### config.mk
export PLATFORM = sky130hd
export DESIGN_NAME = alu_multicycle_flat
export DESIGN_NICKNAME = d
export VERILOG_FILES = /design/src/rtl/alu_multicycle_if.sv /design/src/rtl/alu_multicycle.sv /design/src/flat_wrapper.sv
export SDC_FILE = /design/constraint.sdc
export NUM_CORES = 1
export LEC_CHECK = 0
export ABC_AREA = 1
export BUFFER_PORTS_ARGS = -buffer_cell sky130_fd_sc_hd__buf_2
export CAP_MARGIN = 20
export CORE_UTILIZATION = 45
export DETAILED_ROUTE_END_ITERATION = 10
export PLACE_DENSITY = 0.61
export REMOVE_ABC_BUFFERS = 1
export SLEW_MARGIN = 5
export SYNTH_ARGS = -nofsm -noshare
export SYNTH_HDL_FRONTEND = slang
export SYNTH_SLANG_ARGS = --single-unit
### constraint.sdc
create_clock -name clk -period 4.2 [get_ports clk]
set_input_delay 0 -clock clk [delete_from_list [all_inputs] [get_ports clk]]
set_output_delay 0 -clock clk [all_outputs]
set_load 0.1 [all_outputs]
### src/rtl/alu_multicycle_if.sv
// Handshake bundle for the execute-stage ALU: operand/op request channel and result channel.
// The master side belongs to the pipeline, the slave side to the ALU.
interface alu_multicycle_if #(
    parameter int WIDTH = 32,
    parameter int OPW   = 4
);
    logic             in_valid;
    logic             in_ready;
    logic [OPW-1:0]   op;
    logic [WIDTH-1:0] reg1;
    logic [WIDTH-1:0] reg2;
    logic             out_valid;
    logic             out_ready;
    logic [WIDTH-1:0] result;
    logic [WIDTH-1:0] result_hi;
    logic             zero;
    logic             ovf;
    logic             dz;

    modport master (
        output in_valid, op, reg1, reg2, out_ready,
        input  in_ready, out_valid, result, result_hi, zero, ovf, dz
    );

    modport slave (
        input  in_valid, op, reg1, reg2, out_ready,
        output in_ready, out_valid, result, result_hi, zero, ovf, dz
    );
endinterface

### src/rtl/alu_multicycle.sv
// Execute-stage ALU: single-cycle logic/arithmetic plus iterative shift-add multiply and
// restoring divide on operand magnitudes, sign-corrected in a final FIX cycle.
module alu_multicycle #(
    parameter int WIDTH = 32,
    parameter int OPW   = 4
) (
    input  logic clk,
    input  logic rst_n,
    input  logic flush,
    alu_multicycle_if.slave bus
);
    localparam int SHW = $clog2(WIDTH);

    localparam logic [OPW-1:0] OP_ADD  = OPW'(0);
    localparam logic [OPW-1:0] OP_SUB  = OPW'(1);
    localparam logic [OPW-1:0] OP_AND  = OPW'(2);
    localparam logic [OPW-1:0] OP_OR   = OPW'(3);
    localparam logic [OPW-1:0] OP_XOR  = OPW'(4);
    localparam logic [OPW-1:0] OP_NOR  = OPW'(5);
    localparam logic [OPW-1:0] OP_SLT  = OPW'(6);
    localparam logic [OPW-1:0] OP_SLTU = OPW'(7);
    localparam logic [OPW-1:0] OP_SLL  = OPW'(8);
    localparam logic [OPW-1:0] OP_SRL  = OPW'(9);
    localparam logic [OPW-1:0] OP_SRA  = OPW'(10);
    localparam logic [OPW-1:0] OP_MUL  = OPW'(11);
    localparam logic [OPW-1:0] OP_MULU = OPW'(12);
    localparam logic [OPW-1:0] OP_DIV  = OPW'(13);
    localparam logic [OPW-1:0] OP_DIVU = OPW'(14);

    typedef enum logic [2:0] {
        S_IDLE,
        S_MUL,
        S_DIV,
        S_FIX,
        S_DONE
    } state_t;

    state_t             state_reg;
    logic [SHW-1:0]     cnt_reg;
    logic [WIDTH-1:0]   acc_hi_reg;
    logic [WIDTH-1:0]   acc_lo_reg;
    logic [WIDTH-1:0]   opb_reg;
    logic               is_div_reg;
    logic               q_neg_reg;
    logic               r_neg_reg;
    logic               dz_op_reg;

    logic [WIDTH-1:0]   result_reg;
    logic [WIDTH-1:0]   result_hi_reg;
    logic               zero_reg;
    logic               ovf_reg;
    logic               dz_reg;
    logic               out_valid_reg;

    logic [WIDTH-1:0]   a;
    logic [WIDTH-1:0]   b;
    logic [SHW-1:0]     sh;
    logic [WIDTH-1:0]   sum;
    logic [WIDTH-1:0]   diff;
    logic [WIDTH-1:0]   sc_res;
    logic               sc_ovf;
    logic               mul_op;
    logic               div_op;
    logic               signed_op;
    logic               a_neg;
    logic               b_neg;
    logic [WIDTH-1:0]   abs_a;
    logic [WIDTH-1:0]   abs_b;
    logic               accept;

    assign a         = bus.reg1;
    assign b         = bus.reg2;
    assign sh        = b[SHW-1:0];
    assign sum       = a + b;
    assign diff      = a - b;
    assign mul_op    = (bus.op == OP_MUL) || (bus.op == OP_MULU);
    assign div_op    = (bus.op == OP_DIV) || (bus.op == OP_DIVU);
    assign signed_op = (bus.op == OP_MUL) || (bus.op == OP_DIV);
    assign a_neg     = signed_op && a[WIDTH-1];
    assign b_neg     = signed_op && b[WIDTH-1];
    assign abs_a     = a_neg ? -a : a;
    assign abs_b     = b_neg ? -b : b;

    assign bus.in_ready = rst_n && (state_reg == S_IDLE) &&
                          (!out_valid_reg || bus.out_ready) && !flush;
    assign accept       = bus.in_valid && bus.in_ready;

    always_comb begin
        sc_res = '0;
        sc_ovf = 1'b0;
        case (bus.op)
            OP_ADD: begin
                sc_res = sum;
                sc_ovf = (a[WIDTH-1] == b[WIDTH-1]) && (sum[WIDTH-1] != a[WIDTH-1]);
            end
            OP_SUB: begin
                sc_res = diff;
                sc_ovf = (a[WIDTH-1] != b[WIDTH-1]) && (diff[WIDTH-1] != a[WIDTH-1]);
            end
            OP_AND:  sc_res = a & b;
            OP_OR:   sc_res = a | b;
            OP_XOR:  sc_res = a ^ b;
            OP_NOR:  sc_res = ~(a | b);
            OP_SLT:  sc_res = {{(WIDTH-1){1'b0}}, ($signed(a) < $signed(b))};
            OP_SLTU: sc_res = {{(WIDTH-1){1'b0}}, (a < b)};
            OP_SLL:  sc_res = a << sh;
            OP_SRL:  sc_res = a >> sh;
            OP_SRA:  sc_res = $signed(a) >>> sh;
            default: sc_res = '0;
        endcase
    end

    // Iteration datapaths: {carry,hi,lo} shifts right for multiply, {hi,lo} shifts left for divide.
    logic [WIDTH:0]     mul_sum;
    logic [WIDTH:0]     div_rem_sh;
    logic [WIDTH:0]     div_diff;
    logic               div_ok;

    assign mul_sum    = {1'b0, acc_hi_reg} + (acc_lo_reg[0] ? {1'b0, opb_reg} : '0);
    assign div_rem_sh = {acc_hi_reg, acc_lo_reg[WIDTH-1]};
    assign div_diff   = div_rem_sh - {1'b0, opb_reg};
    assign div_ok     = !div_diff[WIDTH];

    logic [2*WIDTH-1:0] prod;
    logic [2*WIDTH-1:0] prod_fix;
    logic [WIDTH-1:0]   q_fix;
    logic [WIDTH-1:0]   r_fix;
    logic [WIDTH-1:0]   fix_lo;
    logic [WIDTH-1:0]   fix_hi;

    assign prod     = {acc_hi_reg, acc_lo_reg};
    assign prod_fix = q_neg_reg ? -prod : prod;
    assign q_fix    = q_neg_reg ? -acc_lo_reg : acc_lo_reg;
    assign r_fix    = r_neg_reg ? -acc_hi_reg : acc_hi_reg;
    assign fix_lo   = is_div_reg ? q_fix : prod_fix[WIDTH-1:0];
    assign fix_hi   = is_div_reg ? r_fix : prod_fix[2*WIDTH-1:WIDTH];

    always_ff @(posedge clk or negedge rst_n) begin
        if (!rst_n) begin
            state_reg     <= S_IDLE;
            cnt_reg       <= '0;
            acc_hi_reg    <= '0;
            acc_lo_reg    <= '0;
            opb_reg       <= '0;
            is_div_reg    <= 1'b0;
            q_neg_reg     <= 1'b0;
            r_neg_reg     <= 1'b0;
            dz_op_reg     <= 1'b0;
            result_reg    <= '0;
            result_hi_reg <= '0;
            zero_reg      <= 1'b0;
            ovf_reg       <= 1'b0;
            dz_reg        <= 1'b0;
            out_valid_reg <= 1'b0;
        end else if (flush) begin
            state_reg     <= S_IDLE;
            cnt_reg       <= '0;
            out_valid_reg <= 1'b0;
        end else begin
            if (out_valid_reg && bus.out_ready)
                out_valid_reg <= 1'b0;
            case (state_reg)
                S_IDLE: begin
                    if (accept) begin
                        if (mul_op || div_op) begin
                            acc_hi_reg <= '0;
                            acc_lo_reg <= abs_a;
                            opb_reg    <= abs_b;
                            cnt_reg    <= '0;
                            is_div_reg <= div_op;
                            // A zero divisor leaves the raw quotient all ones and the remainder
                            // |reg1|; only the remainder sign restore is wanted then.
                            q_neg_reg  <= (div_op && (b == '0)) ? 1'b0 : (a_neg ^ b_neg);
                            r_neg_reg  <= a_neg;
                            dz_op_reg  <= div_op && (b == '0);
                            state_reg  <= mul_op ? S_MUL : S_DIV;
                        end else begin
                            result_reg    <= sc_res;
                            result_hi_reg <= '0;
                            zero_reg      <= (sc_res == '0);
                            ovf_reg       <= sc_ovf;
                            dz_reg        <= 1'b0;
                            out_valid_reg <= 1'b1;
                        end
                    end
                end
                S_MUL: begin
                    acc_hi_reg <= mul_sum[WIDTH:1];
                    acc_lo_reg <= {mul_sum[0], acc_lo_reg[WIDTH-1:1]};
                    cnt_reg    <= cnt_reg + SHW'(1);
                    if (cnt_reg == SHW'(WIDTH-1))
                        state_reg <= S_FIX;
                end
                S_DIV: begin
                    acc_hi_reg <= div_ok ? div_diff[WIDTH-1:0] : div_rem_sh[WIDTH-1:0];
                    acc_lo_reg <= {acc_lo_reg[WIDTH-2:0], div_ok};
                    cnt_reg    <= cnt_reg + SHW'(1);
                    if (cnt_reg == SHW'(WIDTH-1))
                        state_reg <= S_FIX;
                end
                S_FIX: begin
                    result_reg    <= fix_lo;
                    result_hi_reg <= fix_hi;
                    zero_reg      <= (fix_lo == '0);
                    ovf_reg       <= 1'b0;
                    dz_reg        <= dz_op_reg;
                    out_valid_reg <= 1'b1;
                    state_reg     <= S_DONE;
                end
                S_DONE: state_reg <= S_IDLE;
                default: state_reg <= S_IDLE;
            endcase
        end
    end

    assign bus.out_valid = out_valid_reg;
    assign bus.result    = result_reg;
    assign bus.result_hi = result_hi_reg;
    assign bus.zero      = zero_reg;
    assign bus.ovf       = ovf_reg;
    assign bus.dz        = dz_reg;
endmodule

### src/flat_wrapper.sv
// flat-port wrapper written by rule: the top's interface ports become plain ports
module alu_multicycle_flat 
#(
    parameter int WIDTH = 32,
    parameter int OPW   = 4
)
  (clk, rst_n, flush, bus_in_valid, bus_op, bus_reg1, bus_reg2, bus_out_ready, bus_in_ready, bus_out_valid, bus_result, bus_result_hi, bus_zero, bus_ovf, bus_dz);
  alu_multicycle_if #(.WIDTH(WIDTH), .OPW(OPW)) bus_i ();
  input  logic clk;
  input  logic rst_n;
  input  logic flush;
  input wire logic [$bits(bus_i.in_valid)-1:0] bus_in_valid;
  input wire logic [$bits(bus_i.op)-1:0] bus_op;
  input wire logic [$bits(bus_i.reg1)-1:0] bus_reg1;
  input wire logic [$bits(bus_i.reg2)-1:0] bus_reg2;
  input wire logic [$bits(bus_i.out_ready)-1:0] bus_out_ready;
  output wire logic [$bits(bus_i.in_ready)-1:0] bus_in_ready;
  output wire logic [$bits(bus_i.out_valid)-1:0] bus_out_valid;
  output wire logic [$bits(bus_i.result)-1:0] bus_result;
  output wire logic [$bits(bus_i.result_hi)-1:0] bus_result_hi;
  output wire logic [$bits(bus_i.zero)-1:0] bus_zero;
  output wire logic [$bits(bus_i.ovf)-1:0] bus_ovf;
  output wire logic [$bits(bus_i.dz)-1:0] bus_dz;
  assign bus_i.in_valid = bus_in_valid;
  assign bus_i.op = bus_op;
  assign bus_i.reg1 = bus_reg1;
  assign bus_i.reg2 = bus_reg2;
  assign bus_i.out_ready = bus_out_ready;
  assign bus_in_ready = bus_i.in_ready;
  assign bus_out_valid = bus_i.out_valid;
  assign bus_result = bus_i.result;
  assign bus_result_hi = bus_i.result_hi;
  assign bus_zero = bus_i.zero;
  assign bus_ovf = bus_i.ovf;
  assign bus_dz = bus_i.dz;
  alu_multicycle #(.WIDTH(WIDTH), .OPW(OPW)) u_core (.clk(clk), .rst_n(rst_n), .flush(flush), .bus(bus_i));
endmodule
==> impl_metrics.json, run 1 <==
{
  "htree_levels": 4,
  "cts_buffers": 17,
  "antenna_found_initial": 2,
  "use_met3_pct": 8.21,
  "io_buffers": 141,
  "arrival_ns": 4.07,
  "path_delay_family": "simple AND/OR/NAND/NOR gates",
  "n_fill_cell": 6375,
  "num_vias": 32000,
  "overflow": 0,
  "path_cells": "dlygate4sd3_1 -> buf_2 -> inv_1 -> ha_1 -> nor2_1 -> inv_1 -> nor2_1 -> inv_1 -> nor3_1 -> nand3_1 -> nand3_1 -> nand2_1 -> nand3_1 -> nand3_1 -> nor2_1 -> nand2_1 -> nor2_1 -> nand4_1 -> a21oi_1",
  "firstDrtPassIters": 6,
  "slew_headroom_pct": 35.9,
  "clock_path_buffers": 2,
  "start_util_pct": 45.6,
  "clock-sinks": 176,
  "period_minus_slack_ns": 3.65,
  "ant_nets": 0,
  "p_leak_uw": 0.0147,
  "critPathMaxStageDelay_ns": 0.52,
  "grtUsageMet2_pct": 67.1,
  "finalSetupViolations": 0,
  "drive_above_1_share_pct": 7.02,
  "die_x_um": 241,
  "finalCritPeriodShare_pct": 86.9,
  "drv_cap": 0,
  "clk_pin_slew_worst_paths_ns": 0.08,
  "required_ns": 4.62,
  "path_max_fanout": 8,
  "grt_pass1_vias": 29400,
  "synth_xor_area_share_pct": 2.93,
  "synth-edff-count": 0,
  "synth_compound_area_share_pct": 18.2,
  "hold_viol_final": 0,
  "yosys.area_share.simple_pct": 41.3,
  "utilization_pct": 49.7,
  "cts_setup_buffers": 0,
  "clock_latency_ns": 0.50,
  "rsz0062_at_grt": "false",
  "synthCells": 4534,
  "end_kind": "register",
  "power_uw": 18000,
  "drtIter0Drc": 4164,
  "dieArea_mm2": 0.0581,
  "grt_pass1_wl_um": 186000,
  "worst_pin_slew_ns": 0.961,
  "synth_adder_area_share_pct": 8.78,
  "syn_to_final_growth_pct": 9.09,
  "critPathKind": "in -> reg",
  "cts_tree": "done",
  "reg2reg_slack_ns": 0.58,
  "hp-class": "in -> async",
  "grt_util_met1_pct": 52.5,
  "final.setup.tns_ns": 0,
  "avgSynthCellArea_um2": 5.67,
  "finalClockSkew_ns": 0.0171,
  "synth_seq_area_share_pct": 17.1,
  "slew_violations": 0,
  "clockRootBuffer": "clkbuf_16",
  "core_area_mm2": 0.0564,
  "io_pins": 142,
  "synth_seq_cells": 176,
  "synthArstFlopShare_pct": 100,
  "grt_max_degree": 100,
  "fp-row-count": 87,
  "syn_area_mm2": 0.0257,
  "ys_types": 57,
  "ys.warnings.count": 0,
  "dp_hpwl_um": 103000,
  "powerDensity_mw_per_mm2": 644,
  "track_usage_pct": 43.5,
  "synthMuxAreaShare_pct": 0,
  "worst-path-buf-inv": 5,
  "start_kind": "input port",
  "post_drt_wl_per_cell_um": 23.7,
  "synth_top_family_by_area": "simple AND/OR/NAND/NOR gates",
  "gr-max-usage-layer": "met2",
  "die_y_um": 241,
  "routed_via_density": 5.94,
  "fmax_ghz": 0.274,
  "drt_drc_violations_left": 0,
  "status": "completed",
  "crit_slowest_cell": "dlygate4sd3_1",
  "synth_top_flop_cell": "dfrtp_1",
  "ir_worst_vdd_uv": 591,
  "fin_nets": 4867,
  "wl_um": 128000,
  "gp_congestion": 1.13
}
## logic make-up (layout without fill, tap and decap cells)
logic type,Yosys count,in the layout
XOR/XNOR,86,86
AO/OA/AOI/OAI,834,834
flip-flops,176,176
other,0,3
buffers and inverters,754,849
AND/OR/NAND/NOR,2506,2506
adder cells (fa/ha/maj),178,178
## synthesized netlist by cell type (47+ instances only)
cell	count	share of area [%]
nand2_1	1284	19
nand3_1	580	11
inv_1	552	8.1
nor2_1	450	6.6
a21oi_1	320	6.2
o21ai_0	285	5.5
dfrtp_1	176	17
ha_1	174	8.5
clkbuf_1	73	1.1
nand4_1	70	1.7
buf_2	68	1.3
xor2_1	67	2.3
nor3_1	47	0.92
## layer usage
metal	vias up	part of all wire [%]
met5	-	0.017
met3	469	9.3
met2	1895	43
li1	15100	-
met1	14500	38
met4	4	9.9
## placed cells by master (no fill, tap or decap), types with 67 or more instances in the layout
master	synthesis	routed
a21oi_1	320	320
buf_2	68	140
buf_4	5	75
dfrtp_1	176	176
ha_1	174	174
inv_1	552	550
nand2_1	1284	1284
nand3_1	580	580
nand4_1	70	70
nor2_1	450	447
o21ai_0	285	285
xor2_1	67	67
## area by class of cell
type	instances	area, um2	area share [%]
multi-input combinational	3604	18300	65.4
clock inverter	14	168	0.598
clock buffer	18	439	1.57
tap	756	946	3.37
sequential	176	4400	15.7
inverter	575	2160	7.71
antenna	3	7.51	0.0268
timing repair buffer	242	1590	5.66
## worst register-to-register path, delay by kind of cell, from the launching register on
family	cells	cell delay [ns]
flops	1	0.78
fa+ha+maj	1	0.43
simple gates	4	1.31
compound gates	5	0.86
buf+inv	1	0.12
## through the flow
| stage | setup slack [ns] | hold slack, ns | std cells | area, um2 |
|---|---|---|---|---|
| 2_1_floorplan | -2.37 | -0.296 | 4355 | 24900 |
| 3_3_place_gp | 0.656 | -0.0152 | 5332 | 27200 |
| 3_5_place_dp | 0.636 | -0.0105 | 5332 | 27200 |
| 4_1_cts | 0.627 | 0.00957 | 5385 | 28000 |
| 5_1_grt | 0.198 | 0.0299 | 5385 | 28000 |
| 6_report | 0.550 | 0.0000948 | 5388 | 28000 |
## power by group
group          total (uW)  switching (uW)  internal, uW
clock                1670             859           815
combinational       13100            9520          3600
sequential           3250             842          2410
## worst paths after layout
check                                      start                    end  depth (start not counted)
min in group clk                     bus_reg1[5]   u_core.acc_lo_reg[5]                          4
hold reg to reg                    u_core.bus.dz          u_core.bus.dz                          2
setup / recovery                    bus_reg2[14]        u_core.bus.zero                         19
setup reg to reg           u_core.acc_hi_reg[20]  u_core.acc_hi_reg[25]                         11
max in group asynchronous                  rst_n   u_core.acc_lo_reg[1]                          3
hold / removal                             rst_n  u_core.acc_hi_reg[23]                          2
## what timing repair did
item,4_1_cts,5_1_grt
resized for setup,0,0
hold buffers,21,0
hold endpoints to repair,63,0
Note: power is estimated with default switching activity, not from simulation.
==> inputs of run 2 (changes only) <==
--- a/config.mk
+++ b/config.mk
@@ -8,9 +8,11 @@
 export ABC_AREA = 1
 export BUFFER_PORTS_ARGS = -buffer_cell sky130_fd_sc_hd__buf_2
 export CAP_MARGIN = 20
+export CELL_PAD_IN_SITES_DETAIL_PLACEMENT = 1
+export CELL_PAD_IN_SITES_GLOBAL_PLACEMENT = 1
 export CORE_UTILIZATION = 45
 export DETAILED_ROUTE_END_ITERATION = 10
-export PLACE_DENSITY = 0.61
+export PLACE_DENSITY = 0.84
 export REMOVE_ABC_BUFFERS = 1
 export SLEW_MARGIN = 5
 export SYNTH_ARGS = -nofsm -noshare
==> run 2 against run 1 <==
  * Final area is essentially flat
  * Sequential share of layout area is essentially flat
  * Core utilization is essentially flat
  * Clock-buffer cell count shrank 1
  * Combinational power is essentially flat
  * Critical endpoint is now u_core.acc_hi_reg[19]
  * Highest routed layer unchanged
==> impl_metrics.json, run 2 (synthesis results as in run 1) <==
{
  "num_vias": 33000,
  "cts_tree": "done",
  "core_area_mm2": 0.0564,
  "drive_above_1_share_pct": 6.96,
  "start_util_pct": 45.6,
  "cts_buffers": 17,
  "io_pins": 142,
  "die_x_um": 241,
  "cp-startpoint": "u_core.acc_lo_reg[0]",
  "dp_hpwl_um": 109000,
  "fp-row-count": 87,
  "path_delay_family": "compound AO/OA/AOI/OAI gates",
  "critPathKind": "reg -> reg",
  "ant_nets": 0,
  "fmax_ghz": 0.273,
  "slew_violations": 0,
  "power_uw": 18500,
  "grt_max_degree": 100,
  "finalCritPeriodShare_pct": 87.3,
  "p_leak_uw": 0.0148,
  "post_drt_wl_per_cell_um": 25.2,
  "grt_pass1_wl_um": 200000,
  "hp-class": "in -> reg",
  "dp_slack_ns": 0.737,
  "wl_um": 136000,
  "worst-path-buf-inv": 4,
  "end_kind": "register",
  "clock_latency_ns": 0.51,
  "met3_length_um": 10500,
  "period_minus_slack_ns": 3.67,
  "crit_slowest_cell": "dfrtp_1",
  "layout_common_cells": "nand2_1, nand3_1, inv_1",
  "finalSetupViolations": 0,
  "antenna_found_initial": 3,
  "track_usage_pct": 46.3,
  "dieArea_mm2": 0.0581,
  "required_ns": 4.59,
  "finalClockSkew_ns": 0.0248,
  "worst_pin_slew_ns": 0.899,
  "arrival_ns": 4.05,
  "clock-sinks": 176,
  "clock_path_buffers": 2,
  "n_fill_cell": 8261,
  "critPathMaxStageDelay_ns": 0.64,
  "drt_drc_violations_left": 0,
  "fin_nets": 4866,
  "wl_met2_um": 58400,
  "status": "completed",
  "ir_worst_vdd_uv": 513,
  "crit_top_cell": "nand2_1",
  "hp-start": "bus_reg1[7]",
  "final_common_cell": "nand2_1",
  "finalWorstSetupSlack_ns": 0.533,
  "io_buffers": 141,
  "drv_cap": 0,
  "powerDensity_mw_per_mm2": 659,
  "htree_levels": 4,
  "slew_headroom_pct": 40.1,
  "path_cells": "buf_12 -> nand2_1 -> inv_1 -> fa_1 -> nand2_1 -> nand2_1 -> a21oi_1 -> o21ai_1 -> inv_1 -> o21ai_0 -> a21oi_1 -> o21ai_0 -> a21oi_1 -> o21ai_0 -> nand2_1 -> inv_1 -> a21boi_0",
  "rsz0062_at_grt": "false",
  "reg2reg_slack_ns": 0.53,
  "start_kind": "register",
  "hold_viol_final": 0,
  "firstDrtPassIters": 7,
  "syn_to_final_growth_pct": 9.15,
  "path_max_fanout": 31,
  "r2r-start": "u_core.acc_lo_reg[0]",
  "gp_congestion": 1.06,
  "grt_pass1_vias": 32100,
  "drtIter0Drc": 3436,
  "clk_pin_slew_worst_paths_ns": 0.09,
  "die_y_um": 241,
  "clockRootBuffer": "clkbuf_16",
  "wl_met1_um": 52900,
  "dr.max_layer_used": "met5",
  "overflow": 0,
  "routed_via_density": 6.13
}
-- run 2: cell count changes in the layout (fill, tap and decap cells not counted), sizes merged --
| cell | change |
|---|---|
| clkinvlp | -2 |
| inv | +1 |
| clkbuf | -1 |
| bufinv | +2 |
| buf | -3 |
| dlygate4sd3 | +2 |
| diode | -2 |
-- run 2: worst paths after layout --
kind,to,cells past startpoint
max,u_core.acc_hi_reg[19],17
min,u_core.acc_lo_reg[7],4
max reg2reg,u_core.acc_hi_reg[19],17
min reg2reg,u_core.bus.result_hi[11],1
max in group asynchronous,u_core.cnt_reg[3],4
min in group asynchronous,u_core.acc_hi_reg[8],3
-- run 2: report_power, final --
group          leakage (uW)  internal (uW)  switching, uW
sequential          0.00221           2400            938
clock              0.000312            920            906
combinational        0.0122           3520           9790
total                0.0148           6850          11600
-- run 2: layer usage --
metal	global-route usage [%]	vias to the layer above
met4	40.6	4
met2	71.3	1700
met3	7.50	472
met1	56.1	15700
li1	-	15100
met5	0	-
-- run 2: area by class of cell --
| class | count | area, um2 | share of cell area (%) |
|---|---|---|---|
| clock inverters | 15 | 215 | 0.767 |
| multi-input cells | 3604 | 18300 | 65.3 |
| repair buffers | 241 | 1570 | 5.61 |
| well taps | 756 | 946 | 3.37 |
| inverters | 575 | 2160 | 7.70 |
| clock buffers | 17 | 425 | 1.52 |
| flip-flops and latches | 176 | 4400 | 15.7 |
| diodes | 1 | 2.50 | 0.00892 |
-- run 2: metrics by stage --
step	util [%]	hold slack, ns	TNS [ns]	cells	area (um2)
floorplan	-	-0.296	-116.77	4355	24900
global placement	48.2	-0.0862	0	5328	27200
detailed placement	48.2	-0.0867	0	5328	27200
CTS	49.7	0.0206	0	5384	28100
global route	49.7	0.0429	0	5384	28100
finish	49.8	0.00986	0	5385	28100
-- run 2: worst register-to-register path, stage by stage (launching register included) --
cell and delay, ns:
dfrtp_1 0.64, buf_12 0.26, nand2_1 0.08, inv_1 0.11
fa_1 0.24, nand2_1 0.09, nand2_1 0.07, a21oi_1 0.09
o21ai_1 0.37, inv_1 0.08, o21ai_0 0.51, a21oi_1 0.26
o21ai_0 0.29, a21oi_1 0.11, o21ai_0 0.12, nand2_1 0.09
inv_1 0.06, a21boi_0 0.07
-- run 2: what timing repair did --
action	in CTS	in global routing
hold endpoints to repair	83	0
hold buffers	24	0
buffers inserted	0	0
resized for setup	0	0
